==> src/rtl/lfsr_pkg.sv <==
// rtl/lfsr_pkg.sv - shared LFSR mode type, default tap constants and tap legality check
package lfsr_pkg;

    typedef enum logic {
        LFSR_FIB = 1'b0,
        LFSR_GAL = 1'b1
    } lfsr_mode_t;

    // Fibonacci masks: bit i set means stage i feeds the XOR.
    // Galois masks: polynomial coefficients below the x^WIDTH term.
    // Each pair describes the same maximal-length polynomial.
    localparam logic [3:0]  FIB_TAPS_4  = 4'b1100;          // x^4+x^3+1
    localparam logic [3:0]  GAL_POLY_4  = 4'b1001;
    localparam logic [7:0]  FIB_TAPS_8  = 8'hB8;            // x^8+x^6+x^5+x^4+1
    localparam logic [7:0]  GAL_POLY_8  = 8'h71;
    localparam logic [15:0] FIB_TAPS_16 = 16'hB400;         // x^16+x^14+x^13+x^11+1
    localparam logic [15:0] GAL_POLY_16 = 16'h6801;
    localparam logic [31:0] FIB_TAPS_32 = 32'h8020_0003;    // x^32+x^22+x^2+x+1
    localparam logic [31:0] GAL_POLY_32 = 32'h0040_0007;

    // The top stage must feed back in Fibonacci form and the constant
    // term must be present in Galois form, otherwise the register degenerates.
    function automatic logic taps_legal(input int width, input logic [31:0] fib,
                                        input logic [31:0] gal);
        return (((fib >> (width - 1)) & 32'd1) != 32'd0) && gal[0];
    endfunction

endpackage

==> src/rtl/lfsr_next.sv <==
// rtl/lfsr_next.sv - combinational next-state function for Fibonacci and Galois LFSRs
module lfsr_next
    import lfsr_pkg::*;
#(
    parameter int WIDTH = 4
) (
    input  logic [WIDTH-1:0] state,
    input  lfsr_mode_t       mode,
    input  logic [WIDTH-1:0] fib_taps,
    input  logic [WIDTH-1:0] gal_poly,
    output logic [WIDTH-1:0] next
);

    // Fibonacci shifts in the XOR of tapped stages; Galois folds the poly in on carry-out.
    always_comb begin
        next = '0;
        if (mode == LFSR_FIB) begin
            next = {state[WIDTH-2:0], ^(state & fib_taps)};
        end else begin
            next = (state << 1) ^ (state[WIDTH-1] ? gal_poly : '0);
        end
    end

endmodule

==> src/rtl/lfsr_gen.sv <==
// rtl/lfsr_gen.sv - LFSR with mode select, seed load, lockup flag and period measurement (option: LFSR_LOCKUP_RECOVER_EN)
module lfsr_gen
    import lfsr_pkg::*;
#(
    parameter int               WIDTH        = 4,
    parameter logic [WIDTH-1:0] FIB_TAPS     = 4'b1100,
    parameter logic [WIDTH-1:0] GAL_POLY     = 4'b1001,
    parameter logic [WIDTH-1:0] DEFAULT_SEED = 4'b0001
) (
    input  logic             clock,
    input  logic             reset_b,
    input  logic             load,
    input  logic             enable,
    input  logic             select,
    input  logic [WIDTH-1:0] seed_in,
    output logic [WIDTH-1:0] out,
    output logic             serial_out,
    output logic             wrap,
    output logic [WIDTH-1:0] period,
    output logic             period_valid,
    output logic             lockup
);

    if (WIDTH < 3 || WIDTH > 32) begin : g_bad_width
        $error("lfsr_gen: WIDTH must be in 3..32");
    end
    if (!taps_legal(WIDTH, 32'(FIB_TAPS), 32'(GAL_POLY))) begin : g_bad_taps
        $error("lfsr_gen: FIB_TAPS needs its top bit and GAL_POLY needs bit 0");
    end
    if (DEFAULT_SEED == '0) begin : g_bad_seed
        $error("lfsr_gen: DEFAULT_SEED must be nonzero");
    end

    logic [WIDTH-1:0] state;
    logic [WIDTH-1:0] seed_q;
    logic [WIDTH-1:0] count;
    logic [WIDTH-1:0] nxt;
    logic [WIDTH-1:0] base_count;
    logic             at_seed;
    lfsr_mode_t       mode;
    lfsr_mode_t       prev_mode;

    assign mode = lfsr_mode_t'(select);

    lfsr_next #(.WIDTH(WIDTH)) u_next (
        .state    (state),
        .mode     (mode),
        .fib_taps (FIB_TAPS),
        .gal_poly (GAL_POLY),
        .next     (nxt)
    );

    // A mode switch restarts the measurement, so this step counts from zero.
    assign base_count = (mode != prev_mode) ? '0 : count;
    assign at_seed    = (nxt == seed_q);

    // Main state, seed, step counter and period measurement.
    always_ff @(posedge clock or negedge reset_b) begin
        if (!reset_b) begin
            state        <= DEFAULT_SEED;
            seed_q       <= DEFAULT_SEED;
            count        <= '0;
            period       <= '0;
            period_valid <= 1'b0;
            wrap         <= 1'b0;
            prev_mode    <= LFSR_FIB;
        end else begin
            wrap <= 1'b0;
            if (load) begin
                state        <= seed_in;
                seed_q       <= seed_in;
                count        <= '0;
                period_valid <= 1'b0;
            end else if (enable) begin
                prev_mode <= mode;
`ifdef LFSR_LOCKUP_RECOVER_EN
                if (state == '0) begin
                    state        <= DEFAULT_SEED;
                    seed_q       <= DEFAULT_SEED;
                    count        <= '0;
                    period_valid <= 1'b0;
                end else
`endif
                begin
                    state <= nxt;
                    if (at_seed) begin
                        wrap         <= 1'b1;
                        period       <= base_count + 1'b1;
                        period_valid <= 1'b1;
                        count        <= '0;
                    end else if (base_count != '1) begin
                        count <= base_count + 1'b1;
                    end else begin
                        count <= base_count;
                    end
                end
            end
        end
    end

    assign out        = state;
    assign serial_out = state[WIDTH-1];
    assign lockup     = (state == '0);

endmodule
==> config.mk <==
export PLATFORM = sky130hd
export DESIGN_NAME = lfsr_gen
export DESIGN_NICKNAME = d
export VERILOG_FILES = /design/src/rtl/lfsr_pkg.sv /design/src/rtl/lfsr_next.sv /design/src/rtl/lfsr_gen.sv
export SDC_FILE = /design/constraint.sdc
export NUM_CORES = 1
export LEC_CHECK = 0
export BUFFER_PORTS_ARGS = -buffer_cell sky130_fd_sc_hd__buf_2
export CAP_MARGIN = 15
export CORE_MARGIN = 4
export CORE_UTILIZATION = 50
export CTS_CLUSTER_SIZE = 28
export DETAILED_ROUTE_END_ITERATION = 10
export PLACE_DENSITY = 0.76
export SETUP_SLACK_MARGIN = 0.2
export SYNTH_ARGS = -nofsm -noshare
export SYNTH_HDL_FRONTEND = slang
export SYNTH_SLANG_ARGS = --single-unit
export TNS_END_PERCENT = 100
==> constraint.sdc <==
create_clock -name clock -period 2.9 [get_ports clock]
set_input_delay 0.435 -clock clock [delete_from_list [all_inputs] [get_ports clock]]
set_output_delay 0.435 -clock clock [all_outputs]
set_load 0.005 [all_outputs]
Word-level counts from Yosys, hierarchy flattened
Cells that the tools add are included.

Bits in writable memories: 0. Register bits after elaboration: 19. Input bits: 9. Memories kept: 0. Logic and storage cells: 35. Output and inout port bits: 12. Memory bits (read-only): 0. Latch bits: 0.

Equality and inequality tests: 3. Bitwise gates (word level): 2. Reductions and logical operators: 7. Shift-type cells: 0. $mul: 0. Multiplexer cells: 15. Add/subtract/negate cells: 1. Divide/modulo/power cells: 0. Magnitude comparators: 0.

Operators by type and width (count): $mux 4 (9); $mux 1 (6); $add 4x1->4 const B (1); $eq 4x4->1 (1); $logic_not 4->1 (1); $ne 4x4->1 const B (1); $reduce_and 2->1 (2); $reduce_bool 2->1 (2); $reduce_xor 4->1 (1); $xor 4x4->4 (1); $reduce_and 3->1 (1); $ne 1x1->1 (1); $not 1->1 (1).

Logic depth before layout (Yosys ltp)
Depth after elaboration: 7. Mapped depth: 7.

Hierarchy
From an unflattened synthesis, not the netlist that was laid out.

Cell total of the unflattened synthesis: 102. Area total of the unflattened synthesis: 1066.0 um^2.

Modules (own cells, without submodules): lfsr_gen (area each 957.2 um^2, cells each 87, seq. area each 478.0 um^2, times used 1); lfsr_next (area each 108.9 um^2, cells each 15, seq. area each 0.0 um^2, times used 1).

Least setup slack after synthesis
OpenSTA, ideal clock, no wires.

Path kind: register to register. Start point: reg state[3] (netlist: out[3]). End point: reg period[0]. Data required time: 2.775 ns. Cell stages (with the launch flop): 7. Arrival: 1.808 ns. Path slack: 0.968 ns. Setup time: 0.125 ns. Path through: dfrtp_1 -> inv_1 -> ha_1 -> mux2i_1 -> xnor2_1 -> nor4_4 -> mux2_2.

Cells in the longest elaborated chain, start to end: 5. Elaborated cells between the ends (all ways): 6.

RTL lines: start, declared (RTL line lfsr_gen.sv:34) `logic [WIDTH-1:0] state;`; start signal, assigned (RTL line lfsr_gen.sv:70) `state <= seed_in;`; start signal, assigned (RTL line lfsr_gen.sv:85) `state <= nxt;`; $mux 4 (RTL line lfsr_next.sv:20) `next = (state << 1) ^ (state[WIDTH-1] ? gal_poly : '0);`; $xor 4x4->4 (RTL line lfsr_next.sv:20); $mux 4 (*) (RTL line lfsr_next.sv:17) `if (mode == LFSR_FIB) begin`; $eq 4x4->1 (*) (RTL line lfsr_gen.sv:55) `assign at_seed = (nxt == seed_q);`; $reduce_and 3->1 (no source line) (*); end signal, assigned (RTL line lfsr_gen.sv:88) `period <= base_count + 1'b1;`; end, declared (RTL line lfsr_gen.sv:19) `output logic [WIDTH-1:0] period,`.

Mark *: on every way between the ends. The rest lies on a longest branch, timed or not. A chain may end at the register's enable or synchronous reset.

Final worst setup path
Start point: reg state[2] (netlist: out[2]). End point: reg period[1].

Cells in the longest elaborated chain, start to end: 4. Elaborated cells between the ends (all ways): 5.

RTL lines (RTL line): $reduce_xor 4->1 / $xor 4x4->4 (equally long branches) (lfsr_next.sv:18, lfsr_next.sv:20); $mux 4 (*) (lfsr_next.sv:17); $eq 4x4->1 (*) (lfsr_gen.sv:55); $reduce_and 3->1 (no source line) (*).

Marks and branches as above.

==> impl_metrics.json <==
{
  "ys_warn_count": 0,
  "vias_per_cell": 5.53,
  "ys_seq_area_frac": 0.494,
  "yosys.area.top_type": "dfrtp_1",
  "routed_wl_um": 1870,
  "io_buffer_count": 20,
  "tightest_slew_ns": 0.529,
  "grt-ovfl-total": 0,
  "coreArea_um2": 1780,
  "synthCells": 93,
  "grt_max_degree": 20,
  "ys_types": 26,
  "comb_power_share": 0.245,
  "crit_chain": "inv_1 -> ha_1 -> mux2i_1 -> xnor2_1 -> nor4_4 -> mux2_2",
  "hpwl_um": 1430,
  "die_w_um": 52.0,
  "grt_pass1_wl_um": 3370,
  "grt_antenna_before_repair": 0,
  "cts_hold_buffers": 0,
  "area_delta_synth_final_pct": 14.9,
  "regArea_um2": 478,
  "track_usage": 0.170,
  "cts_made_buffers": 3,
  "period_minus_slack_ns": 2.12,
  "syn_area_per_cell_um2": 10.4,
  "gp_routability_congestion": 0.864,
  "dr_total_vias": 768,
  "fin_crit_sh": 0.730,
  "fill_cells": 161,
  "clock-sinks": 19,
  "synthMuxAreaShare": 0.0983,
  "fin_tns_setup_ns": 0,
  "power.share.clock": 0.221,
  "rsz0062_at_grt": "no",
  "drv_slew": 0,
  "fmax_ghz": 0.472,
  "design.portCount": 21,
  "p_leak_nw": 0.536,
  "synth.area.top_cells": "dfrtp_1 (44%), xnor2_1 (6.3%), dfstp_2 (5.4%)",
  "yosys.area.top_type_share": 0.440,
  "power_density_nw_per_um2": 549,
  "syn-num-nets": 104,
  "cts_setup_buffers": 0,
  "ir_worst_vdd_uv": 262,
  "synth-xor-area-share": 0.0634,
  "yosys.area_share.simple": 0.122,
  "cts-root-buf": "clkbuf_4",
  "arrival_ns": 2.31,
  "wire_per_inst_um": 13.4,
  "ys_seq_elements": 19,
  "ant_nets": 0,
  "syn_area_um2": 967,
  "drtIter0Drc": 17,
  "maxSlewHeadroom": 0.645,
  "cp_slowest_cell": "nor4_4",
  "grt_pass1_vias": 769,
  "dp_slack_ns": 0.657,
  "p_sw_w": 0.000189,
  "insertion_delay_ns": 0.30,
  "status": "complete, no violations",
  "synth_compound_area_frac": 0.142,
  "holdCritPathClass": "input pin to asynchronous set/reset pin",
  "switching_share": 0.310,
  "cts_tree": "done",
  "post_cts_resize_count": 0,
  "crit_required_ns": 3.09,
  "cts.path.max_buffers": 2,
  "synth_top_family_by_area": "compound AO/OA/AOI/OAI gates",
  "die_area_um2": 2700,
  "path_max_fanout": 6,
  "crit_path_start_kind": "flip-flop",
  "crit_path_end_kind": "flip-flop",
  "start_util": 0.542,
  "drc_errors": 0,
  "h-tree-depth": 1,
  "drtPass1Iterations": 4,
  "p_total_w": 0.000610,
  "finClkSkew_ns": 0.00380,
  "die_h_um": 52.0,
  "max-cap-violations": 0,
  "num_rows": 15,
  "crit_type": "flip-flop to flip-flop",
  "multi_input_area_um2": 437,
  "cts.clk_slew.worst_paths_ns": 0.11,
  "nets": 126,
  "setup_viol": 0,
  "p_int_w": 0.000421,
  "final_util": 0.623,
  "slowest_delay_ns": 0.45,
  "antenna_cells": 0,
  "finalHoldViolations": 0,
  "synth_adder_area_share": 0.0259,
  "pwr-share-seq": 0.534,
  "worst_slack_ns": 0.783,
  "final_layout_size_suffix_gt1_frac": 0.289
}
-- through the flow --
step,instances,area [µm²],hold WS [ns]
floorplan,93,967,0.139
global placement,135,1080,0.390
detailed placement,135,1080,0.395
CTS,139,1110,0.0612
global route,139,1110,0.0570
finish,139,1110,0.0479
-- power by group through the flow --
stage | Clock, W | Sequential (W) | Combinational [W]
floorplan | 0 | 0.000331 | 0.0000926
global route | 0.000155 | 0.000331 | 0.000171
finish | 0.000135 | 0.000326 | 0.000150
global placement | 0 | 0.000330 | 0.000148
CTS | 0.000139 | 0.000326 | 0.000152
detailed placement | 0 | 0.000332 | 0.000152
-- final timing paths --
| kind | start | to | slack [ns] | cells after the start |
|---|---|---|---|---|
| hold reg to reg | seed_q[0] | seed_q[0] | 0.49 | 2 |
| setup / recovery | out[2] | period[1] | 0.78 | 6 |
| max in group asynchronous | reset_b | seed_q[0] | 2.52 | 1 |
| hold / removal | reset_b | count[3] | 0.05 | 1 |
| setup reg to reg | out[2] | period[1] | 0.78 | 6 |
| min in group clock | seed_in[3] | seed_q[3] | 0.35 | 3 |
-- metal layers --
metal  vias to the layer above  GRT usage  routed length, µm
met5                         -          0                  0
met4                         0     0.0873                 29
met3                         4     0.0344                 73
met2                        22      0.285                924
met1                       376      0.203                838
li1                        366          -                  -
-- cells in the mapped netlist --
cell type / count
a21o_2: 1
dfstp_2: 2
clkbuf_1: 2
nor4_4: 1
nor3_1: 1
mux2_2: 4
and4_1: 1
buf_4: 1
o32ai_1: 2
a41oi_1: 1
o21ai_0: 9
xnor2_1: 7
nand2_1: 10
nor2_1: 2
o311ai_0: 2
nor3b_1: 2
and2_1: 1
nand2_2: 1
inv_1: 10
nand3_1: 2
ha_1: 2
a21oi_1: 5
mux2i_1: 5
o41ai_1: 1
dfrtp_1: 17
a31oi_1: 1
-- logic make-up after synthesis --
kind of cell,count (synthesis)
AO/OA/AOI/OAI,22
AND/OR/NAND/NOR,21
flip-flops,19
buffers and inverters,13
multiplexers,9
XOR/XNOR,7
adder cells (fa/ha/maj),2
-- layout by cell type, fill, tap and decap left out, drive strengths merged, types with 2 or more instances in the layout --
| cell type | count |
|---|---|
| inv | 10 |
| nand3 | 2 |
| clkbuf | 3 |
| ha | 2 |
| o32ai | 2 |
| dfrtp | 17 |
| mux2 | 4 |
| o21ai | 9 |
| a21oi | 5 |
| dfstp | 2 |
| nor3b | 2 |
| buf | 20 |
| nor2 | 2 |
| o311ai | 2 |
| xnor2 | 7 |
| mux2i | 5 |
| nand2 | 11 |
-- flip-flops by register name, indices dropped and copies added, names as in the netlist --
register and cells:
seed_q 4, prev_mode 1, period 4, period_valid 1
wrap 1, out 4, count 4
-- layout make-up --
type	count	area share
Sequential cell	19	0.430
Inverter	10	0.0338
Clock buffer	3	0.0203
Tap cell	25	0.0282
Timing Repair Buffer	20	0.0901
Multi-Input combinational cell	61	0.393
Clock inverter	1	0.00450
-- critical path, delay by kind of cell (launching register included) --
family / cells / cell delay, ns
DFF: 1 / 0.40
xor gates and xnor gates: 1 / 0.20
and+or+nand+nor: 1 / 0.45
adders and majority gates: 1 / 0.30
muxes: 2 / 0.59
buffers and inverters: 1 / 0.06
No activity file was read; power rests on OpenSTA's default activity.
